$ cat src/rtl/e203_ifu_ir_align_pkg.sv
// Shared definitions for the IFU instruction realigner: instruction/PC sizes,
// the RUN/ERR_HOLD state encoding and the 32-bit opcode test.
package e203_ifu_ir_align_pkg;

    localparam int E203_INSTR_SIZE = 32;
    localparam int E203_PC_SIZE    = 32;

    typedef enum logic {
        ST_RUN      = 1'b0,
        ST_ERR_HOLD = 1'b1
    } ir_align_state_e;

    // RV32 base instructions have opcode bits [1:0] == 2'b11; anything else is RVC.
    function automatic logic is_rv32_op(input logic [1:0] op);
        return (op == 2'b11);
    endfunction

endpackage

$ cat src/rtl/e203_ifu_ir_align.sv
// Instruction realigner between the fetch response and the IR stage.
// Word-aligned 32-bit fetch words are split/joined into whole RV32/RVC
// instructions; one leftover halfword is buffered and the output is registered.
// Handshake: a transfer happens on a clock edge where valid and ready are both
// high; valid never waits on ready, and the ir_* payload is held stable while
// o_ir_valid is high and i_ir_ready is low.
// Optional feature: define E203_IR_ALIGN_RVC_EN to enable compressed-instruction
// support; without it every word is emitted as a 32-bit instruction.
module e203_ifu_ir_align
    import e203_ifu_ir_align_pkg::*;
#(
    parameter int PC_W = E203_PC_SIZE
) (
    input  logic                       clk,
    input  logic                       rst_n,
    input  logic                       i_rsp_valid,
    output logic                       o_rsp_ready,
    input  logic [31:0]                i_rsp_rdata,
    input  logic                       i_rsp_err,
    input  logic                       i_flush_req,
    input  logic [PC_W-1:0]            i_flush_pc,
    output logic                       o_ir_valid,
    input  logic                       i_ir_ready,
    output logic [E203_INSTR_SIZE-1:0] o_ir_instr,
    output logic [PC_W-1:0]            o_ir_pc,
    output logic                       o_ir_rv32,
    output logic                       o_ir_err,
    output logic                       o_dbg_state
);

    ir_align_state_e             r_state;
    ir_align_state_e             w_state_nxt;
    logic                        r_ir_valid;
    logic [E203_INSTR_SIZE-1:0]  r_ir_instr;
    logic [PC_W-1:0]             r_ir_pc;
    logic                        r_ir_rv32;
    logic                        r_ir_err;
    logic [PC_W-1:0]             r_next_pc;

    logic                        w_out_en;
    logic                        w_rsp_ready;
    logic                        w_emit;
    logic [E203_INSTR_SIZE-1:0]  w_emit_instr;
    logic                        w_emit_rv32;
    logic                        w_emit_err;
    logic                        w_err_take;

`ifdef E203_IR_ALIGN_RVC_EN
    logic [15:0]                 r_lo_hw;
    logic [15:0]                 w_lo_hw_nxt;
    logic                        r_lo_vld;
    logic                        w_lo_vld_nxt;
    logic                        r_skip;
    logic                        w_skip_nxt;
    logic                        w_unused_flush_lsb;
    // Halfword alignment only: bit0 of a redirect target carries no meaning.
    assign w_unused_flush_lsb = i_flush_pc[0];
`else
    logic                        w_unused_flush_lsb;
    // Without RVC every redirect target is treated as word-aligned.
    assign w_unused_flush_lsb = ^i_flush_pc[1:0];
`endif

    // The output slot can take a new instruction when empty or being drained.
    assign w_out_en    = !r_ir_valid | i_ir_ready;
    assign o_rsp_ready = w_rsp_ready & rst_n;
    assign o_ir_valid  = r_ir_valid;
    assign o_ir_instr  = r_ir_instr;
    assign o_ir_pc     = r_ir_pc;
    assign o_ir_rv32   = r_ir_rv32;
    assign o_ir_err    = r_ir_err;
    assign o_dbg_state = r_state;

    // State register: RUN normally, ERR_HOLD after a bus error until redirected.
    always_ff @(posedge clk or negedge rst_n) begin
        if (!rst_n) r_state <= ST_RUN;
        else        r_state <= w_state_nxt;
    end

    // Next state: flush always returns to RUN; an accepted error word parks us.
    always_comb begin
        w_state_nxt = r_state;
        if (i_flush_req)     w_state_nxt = ST_RUN;
        else if (w_err_take) w_state_nxt = ST_ERR_HOLD;
    end

    // Assembly decisions: what to emit, whether the word is consumed, buffer updates.
    always_comb begin
        w_rsp_ready  = 1'b0;
        w_emit       = 1'b0;
        w_emit_instr = '0;
        w_emit_rv32  = 1'b0;
        w_emit_err   = 1'b0;
        w_err_take   = 1'b0;
`ifdef E203_IR_ALIGN_RVC_EN
        w_lo_hw_nxt  = r_lo_hw;
        w_lo_vld_nxt = r_lo_vld;
        w_skip_nxt   = r_skip;
`endif
        if (!i_flush_req && w_out_en) begin
            if (r_state == ST_ERR_HOLD) begin
                w_rsp_ready = 1'b1;
            end else begin
`ifdef E203_IR_ALIGN_RVC_EN
                if (r_lo_vld && !is_rv32_op(r_lo_hw[1:0])) begin
                    // Buffered halfword is a complete RVC instruction.
                    w_emit       = 1'b1;
                    w_emit_instr = {16'h0, r_lo_hw};
                    w_lo_vld_nxt = 1'b0;
                end else if (i_rsp_valid) begin
                    w_rsp_ready = 1'b1;
                    if (i_rsp_err) begin
                        w_err_take = 1'b1;
                    end else if (r_lo_vld) begin
                        // Second half of a straddling 32-bit instruction.
                        w_emit       = 1'b1;
                        w_emit_rv32  = 1'b1;
                        w_emit_instr = {i_rsp_rdata[15:0], r_lo_hw};
                        w_lo_hw_nxt  = i_rsp_rdata[31:16];
                        w_lo_vld_nxt = 1'b1;
                    end else if (r_skip) begin
                        // Redirect landed on the upper halfword.
                        w_skip_nxt = 1'b0;
                        if (!is_rv32_op(i_rsp_rdata[17:16])) begin
                            w_emit       = 1'b1;
                            w_emit_instr = {16'h0, i_rsp_rdata[31:16]};
                        end else begin
                            w_lo_hw_nxt  = i_rsp_rdata[31:16];
                            w_lo_vld_nxt = 1'b1;
                        end
                    end else if (is_rv32_op(i_rsp_rdata[1:0])) begin
                        w_emit       = 1'b1;
                        w_emit_rv32  = 1'b1;
                        w_emit_instr = i_rsp_rdata;
                    end else begin
                        w_emit       = 1'b1;
                        w_emit_instr = {16'h0, i_rsp_rdata[15:0]};
                        w_lo_hw_nxt  = i_rsp_rdata[31:16];
                        w_lo_vld_nxt = 1'b1;
                    end
                end
`else
                if (i_rsp_valid) begin
                    w_rsp_ready = 1'b1;
                    if (i_rsp_err) begin
                        w_err_take = 1'b1;
                    end else begin
                        w_emit       = 1'b1;
                        w_emit_rv32  = 1'b1;
                        w_emit_instr = i_rsp_rdata;
                    end
                end
`endif
                if (w_err_take) begin
                    // Error instruction: zero payload, flagged, buffer discarded.
                    w_emit       = 1'b1;
                    w_emit_rv32  = 1'b1;
                    w_emit_err   = 1'b1;
                    w_emit_instr = '0;
`ifdef E203_IR_ALIGN_RVC_EN
                    w_lo_vld_nxt = 1'b0;
                    w_skip_nxt   = 1'b0;
`endif
                end
            end
        end
    end

    // Output registers: load only when the slot is free; flush kills the valid.
    always_ff @(posedge clk or negedge rst_n) begin
        if (!rst_n) begin
            r_ir_valid <= 1'b0;
            r_ir_instr <= '0;
            r_ir_pc    <= '0;
            r_ir_rv32  <= 1'b0;
            r_ir_err   <= 1'b0;
        end else if (i_flush_req) begin
            r_ir_valid <= 1'b0;
        end else if (w_out_en) begin
            r_ir_valid <= w_emit;
            if (w_emit) begin
                r_ir_instr <= w_emit_instr;
                r_ir_pc    <= r_next_pc;
                r_ir_rv32  <= w_emit_rv32;
                r_ir_err   <= w_emit_err;
            end
        end
    end

    // PC of the next halfword to be emitted; reloaded on redirect.
    always_ff @(posedge clk or negedge rst_n) begin
        if (!rst_n) begin
            r_next_pc <= '0;
        end else if (i_flush_req) begin
`ifdef E203_IR_ALIGN_RVC_EN
            r_next_pc <= {i_flush_pc[PC_W-1:1], 1'b0};
`else
            r_next_pc <= {i_flush_pc[PC_W-1:2], 2'b00};
`endif
        end else if (w_emit) begin
            r_next_pc <= r_next_pc + (w_emit_rv32 ? PC_W'(4) : PC_W'(2));
        end
    end

`ifdef E203_IR_ALIGN_RVC_EN
    // Leftover halfword and skip flag; a redirect to an odd halfword sets skip.
    always_ff @(posedge clk or negedge rst_n) begin
        if (!rst_n) begin
            r_lo_hw  <= '0;
            r_lo_vld <= 1'b0;
            r_skip   <= 1'b0;
        end else if (i_flush_req) begin
            r_lo_vld <= 1'b0;
            r_skip   <= i_flush_pc[1];
        end else if (w_out_en) begin
            r_lo_hw  <= w_lo_hw_nxt;
            r_lo_vld <= w_lo_vld_nxt;
            r_skip   <= w_skip_nxt;
        end
    end
`endif

endmodule

$ cat config.mk
export PLATFORM = sky130hd
export DESIGN_NAME = e203_ifu_ir_align
export DESIGN_NICKNAME = d
export VERILOG_FILES = /design/src/rtl/e203_ifu_ir_align_pkg.sv /design/src/rtl/e203_ifu_ir_align.sv
export SDC_FILE = /design/constraint.sdc
export NUM_CORES = 1
export LEC_CHECK = 0
export BUFFER_PORTS_ARGS = -buffer_cell sky130_fd_sc_hd__buf_2
export CORE_AREA = 5 5 97 99
export CTS_CLUSTER_DIAMETER = 200
export DETAILED_ROUTE_END_ITERATION = 12
export DIE_AREA = 0 0 102 104
export GPL_ROUTABILITY_DRIVEN = 0
export PLACE_DENSITY_LB_ADDON = 0.3
export SYNTH_ARGS = -nofsm -noshare
export SYNTH_HDL_FRONTEND = slang
export SYNTH_SLANG_ARGS = --single-unit
export TNS_END_PERCENT = 1
$ cat constraint.sdc
create_clock -name clk -period 4.7 [get_ports clk]
set_input_delay 0 -clock clk [delete_from_list [all_inputs] [get_ports clk]]
set_output_delay 0 -clock clk [all_outputs]
set_load 0.02 [all_outputs]
# After elaboration in Yosys (flattened, before gate mapping)
# Index checks and enable logic that the tools add are counted.
dict set report word_totals {
  in_bits 70
  elab_cells 47
  reg_bits 100
  output_inout_bits 69
}
dict set report classes {
  bitwise 3
  addsub 1
  reduce_logical 7
  mux 29
}
# operator count
set op_table {}
lappend op_table {{2-to-1 mux 32 bit} 7}
lappend op_table {{adder 32 x 3 -> 32 bit} 1}
lappend op_table {{2-to-1 mux 1 bit} 21}
lappend op_table {{nonzero test 2 bit} 3}
lappend op_table {{2-to-1 mux 3 bit} 1}
lappend op_table {{AND reduction 3 bit} 1}
lappend op_table {{logical NOT 1 bit} 2}
lappend op_table {{AND 1 bit} 1}
lappend op_table {{logical AND 1 bit} 1}
lappend op_table {{inverter 1 bit} 1}
lappend op_table {{bitwise OR 1 bit} 1}

# Depth between registers and ports, before layout
dict set report depth {
  depth_word 11
  mapped_depth 11
}

# Least setup slack after synthesis
# No wires, ideal clock.
dict set report synth_timing {
  kind {register to register}
  from {register r_state (netlist: o_dbg_state)}
  to {register r_next_pc[23]}
  path_buffers 2
  path_stages_with_launch 12
  slack_ps 1834
  arrival_ps 2746
  required_ps 4580
  cell_sequence {dfrtp_1 > nor2b_1 > nand3_1 > inv_1 > buf_2 > buf_1 > fa_1 > and4_1 > nand2_1 > nor4b_1 > nand2_1 > a31o_2}
}
dict set report synth_between {
  elab_chain_len 6
  elab_cells_between_ends 7
  classes_between {add/sub (1); mux (5); reduce/logical (1)}
}
# element line
set synth_rtl {}
lappend synth_rtl {{start: declaration} e203_ifu_ir_align.sv:31} ;# ir_align_state_e r_state;
lappend synth_rtl {{start signal: assignment} e203_ifu_ir_align.sv:77} ;# else r_state <= w_state_nxt;
lappend synth_rtl {{2-to-1 mux 1 bit *} e203_ifu_ir_align.sv:101} ;# if (r_state == ST_ERR_HOLD) begin
lappend synth_rtl {{2-to-1 mux 1 bit *} e203_ifu_ir_align.sv:100} ;# if (!i_flush_req && w_out_en) begin
lappend synth_rtl {{2-to-1 mux 3 bit} e203_ifu_ir_align.sv:201} ;# r_next_pc <= r_next_pc + (w_emit_rv32 ? PC_W'(4) : PC_W'(2));
lappend synth_rtl {{adder 32 x 3 -> 32 bit} e203_ifu_ir_align.sv:201}
lappend synth_rtl {{2-to-1 mux 32 bit} e203_ifu_ir_align.sv:200} ;# end else if (w_emit) begin
lappend synth_rtl {{2-to-1 mux 32 bit} e203_ifu_ir_align.sv:194} ;# end else if (i_flush_req) begin
lappend synth_rtl {{end signal: assignment} e203_ifu_ir_align.sv:198} ;# r_next_pc <= {i_flush_pc[PC_W-1:2], 2'b00};
lappend synth_rtl {{end signal: assignment} e203_ifu_ir_align.sv:201}
lappend synth_rtl {{end: declaration} e203_ifu_ir_align.sv:38} ;# logic [PC_W-1:0] r_next_pc;
# Every way passes the cells marked *; elsewhere a longest branch is shown, timed or not. The select of a mux whose other input is x is not followed.
# A chain may end at the register's enable or synchronous reset.

# Worst setup path after layout
# Ends and elaborated chain as after synthesis.

==> impl_results.md <==
- Status: complete, no violations
- Worst min path class: in2reg
- Hold_sp: i_ir_ready
- Root Driver: clkbuf_8
- Vias per cell: 5.36
- GR Overflow Total: 0
- Largest stage delay, worst path: 440 ps
- Hold_buf cts: 63
- Die Area: 10600 um^2
- Later-pin clock latency in the skew report: 370 ps
- FMAX: 0.313 GHz
- Asr flop ratio synth: 100%
- Longest Clk Path Bufs: 2
- Post-CTS Setup Bufs: 0
- Relative slew slack: 37.0%
- WL/cell: 15.9 um
- Slowest cell on crit path: dfrtp_1
- Antenna Cells: 0
- CTS buffer count: 9
- FF+latch count, synth: 98
- Post-DP HPWL: 8040 um
- Skew final: 14.6 ps
- 1st-iter DRT viols: 313
- Setup crit start kind: register
- Dominant cells by area after synthesis: dfrtp_1 (54%), nand2_1 (16%), nand3b_1 (5.3%), nand4_1 (2.2%), o21ai_0 (1.8%)
- Final wirelength: 12700 um
- Worst Path Arrival: 3460 ps
- Register area share after synthesis: 53.9%
- CP Capture Type: register
- Syn Inst Count: 501
- Synth area leader: dfrtp_1
- Vias post-DR: 4288
- Primary FF master, synth: dfrtp_1
- Row count: 34
- Yosys top cell area share: 53.9%
- Highest fanout seen on the critical path: 33
- Fin util: 72.1%
- Warnings, synthesis: 0
- CTS resizes: 0
- Die W: 102 um
- Tmin final: 3190 ps
- Mapped Nets: 574
- Reg-to-reg endpoint: r_next_pc[23]
- Antenna violations before repair: 0
- Kind of critical path: reg2reg
- Synth Cell Area: 4550 um^2
- Largest net degree at the start of global routing: 64
- Global Route Usage Sum: 24.8%
- Die extent in y: 104 um
- Worst Path Required: 4970 ps
- Post-route ant nets: 0
- Power per cell area: 341 nW/um^2
- Fill count: 663
- Max IR drop VDD: 0.210 mV
- I/O Buffers: 135
- Reg2reg path depth: 10
- Crit-path most repeated cell: nand2_1
- First-pass GRT wire length: 20900 um
- Part of the cycle the worst path needs: 67.9%
- Placed insts: 721
- CTS sink count: 98
- Worst hold stages: 3
- Layout Nets: 760
- Hold EP: o_ir_valid
- EDFF count, synth: 0
- Num ports: 139
- CTS tree: done
- Reg2reg setup slack: 1510 ps
- Worst slew pin tran: 942 ps
- Area growth from synthesis to layout: 34.4%
- Setup Viol. Count Final: 0
- Clock transition at path regs: 100 ps
- Count of final hold-check violations: 0
- Initial Util: 53.7%
- Slew Limit Fails: 0
- Mean Syn Cell Area: 9.07 um^2
- Dpl ws: 1580 ps
- H-Tree Depth: 3
- DRC: 0
- Setup repair after global routing missed its margin: false
- Leak: 3.09 nW
- Fin cells: 800
- Synth cell types: 44
- Worst-path cell chain: nor2b_1 -> nand3_2 -> buf_4 -> inv_2 -> fa_1 -> and4_1 -> nand2_1 -> nor4b_1 -> nand2_1 -> a31o_2
- Reg2Reg Launch Point: o_dbg_state
- First drt pass iteration count: 5
- Core area: 8470 um^2
- Max cap viols: 0
- Share of cells above drive strength 1: 24.6%
- Vias in the first global route: 4231
- Final Worst Setup Slack: 1510 ps
- Setup tns final: 0 ps
[power by group]
part           switching [mW]  total (mW)  internal [mW]
combinational           0.321       0.516          0.195
sequential             0.0845        1.05          0.961
clock                   0.318       0.519          0.202
[sequential cells by signal, indices dropped and copies added, names as in the netlist]
name,count
o_ir_instr,32
o_ir_pc,31
r_next_pc,31
o_dbg_state,1
o_ir_err,1
o_ir_rv32,1
o_ir_valid,1
[per-layer routing]
layer | global-route usage, % | part of all wire [%] | vias up
met4 | 8.43 | 2.6 | 0
met5 | 0 | 0 | -
li1 | - | - | 2064
met1 | 33.7 | 43 | 2034
met2 | 39.9 | 49 | 158
met3 | 4.23 | 5.9 | 32
[cells in the final DEF, fill, tap and decap left out, types with 5 or more instances in the layout]
| master | count |
|---|---|
| o21ai_0 | 16 |
| nand4_1 | 16 |
| dlygate4sd3_1 | 63 |
| nor2_1 | 9 |
| a21oi_1 | 6 |
| nand3b_1 | 32 |
| nand3_1 | 14 |
| nor4_1 | 5 |
| xor2_1 | 9 |
| xnor2_1 | 8 |
| buf_4 | 7 |
| dfrtp_1 | 98 |
| clkbuf_8 | 9 |
| buf_2 | 134 |
| nor3_1 | 5 |
| o211ai_1 | 6 |
| nand2_1 | 194 |
[Yosys cell counts (5+ instances only)]
cell,number
nand2_1,194
dfrtp_1,98
nand3b_1,32
clkbuf_1,19
nand4_1,16
o21ai_0,16
nand3_1,15
nor2_1,9
xor2_1,9
xnor2_1,8
a21oi_1,6
buf_1,6
o211ai_1,6
nor3_1,5
nor4_1,5
[critical path, delay by kind of cell, from the launching register on]
family                     cells  cell delay (ps)
DFF                            1              440
AOI/OAI and AO/OA              1              270
adders and majority gates      1              320
buffers and inverters          2              610
and+or+nand+nor                6             1420
[layout make-up]
cell class	instances	area [um^2]	share of cell area [%]
timing repair buffer	204	1350	22.2
tap	108	135	2.21
clock inverter	7	60.1	0.983
sequential	98	2450	40.2
inverter	4	15.0	0.246
clock buffer	9	124	2.03
multi-input combinational	370	1970	32.2
[through the flow]
step	power (mW)	cell area, um^2	hold slack (ps)
3_5_place_dp	1.53	5290	-11.2
3_3_place_gp	1.52	5290	-17.6
2_1_floorplan	1.33	4550	-296
4_1_cts	2.09	6110	61.2
6_report	2.08	6110	73.2
5_1_grt	2.20	6110	85.6
[how the worst max path moves through the flow]
stage / startpoint / end / slack, ps / cells after the start
final: o_dbg_state / r_next_pc[23] / 1510 / 10
after global routing: o_dbg_state / r_next_pc[23] / 1290 / 10
after CTS: o_dbg_state / r_next_pc[23] / 1540 / 10
after detailed placement: o_dbg_state / r_next_pc[23] / 1580 / 10
after global placement: o_dbg_state / r_next_pc[23] / 1670 / 10
after floorplan: o_dbg_state / r_next_pc[23] / 1830 / 11
[cells by family (layout without fill, tap and decap cells)]
| group | count (synthesis) | after routing | synth area share, % |
|---|---|---|---|
| adder cells (fa/ha/maj) | 3 | 3 | 0.991 |
| buffers and inverters | 33 | 224 | 2.89 |
| other | 1 | 1 | 0.0825 |
| AO/OA/AOI/OAI | 47 | 47 | 6.77 |
| flip-flops | 98 | 98 | 53.9 |
| XOR/XNOR | 17 | 17 | 3.28 |
| multiplexers | 2 | 2 | 0.495 |
| AND/OR/NAND/NOR | 300 | 300 | 31.5 |
(Power assumes the default switching activity.)
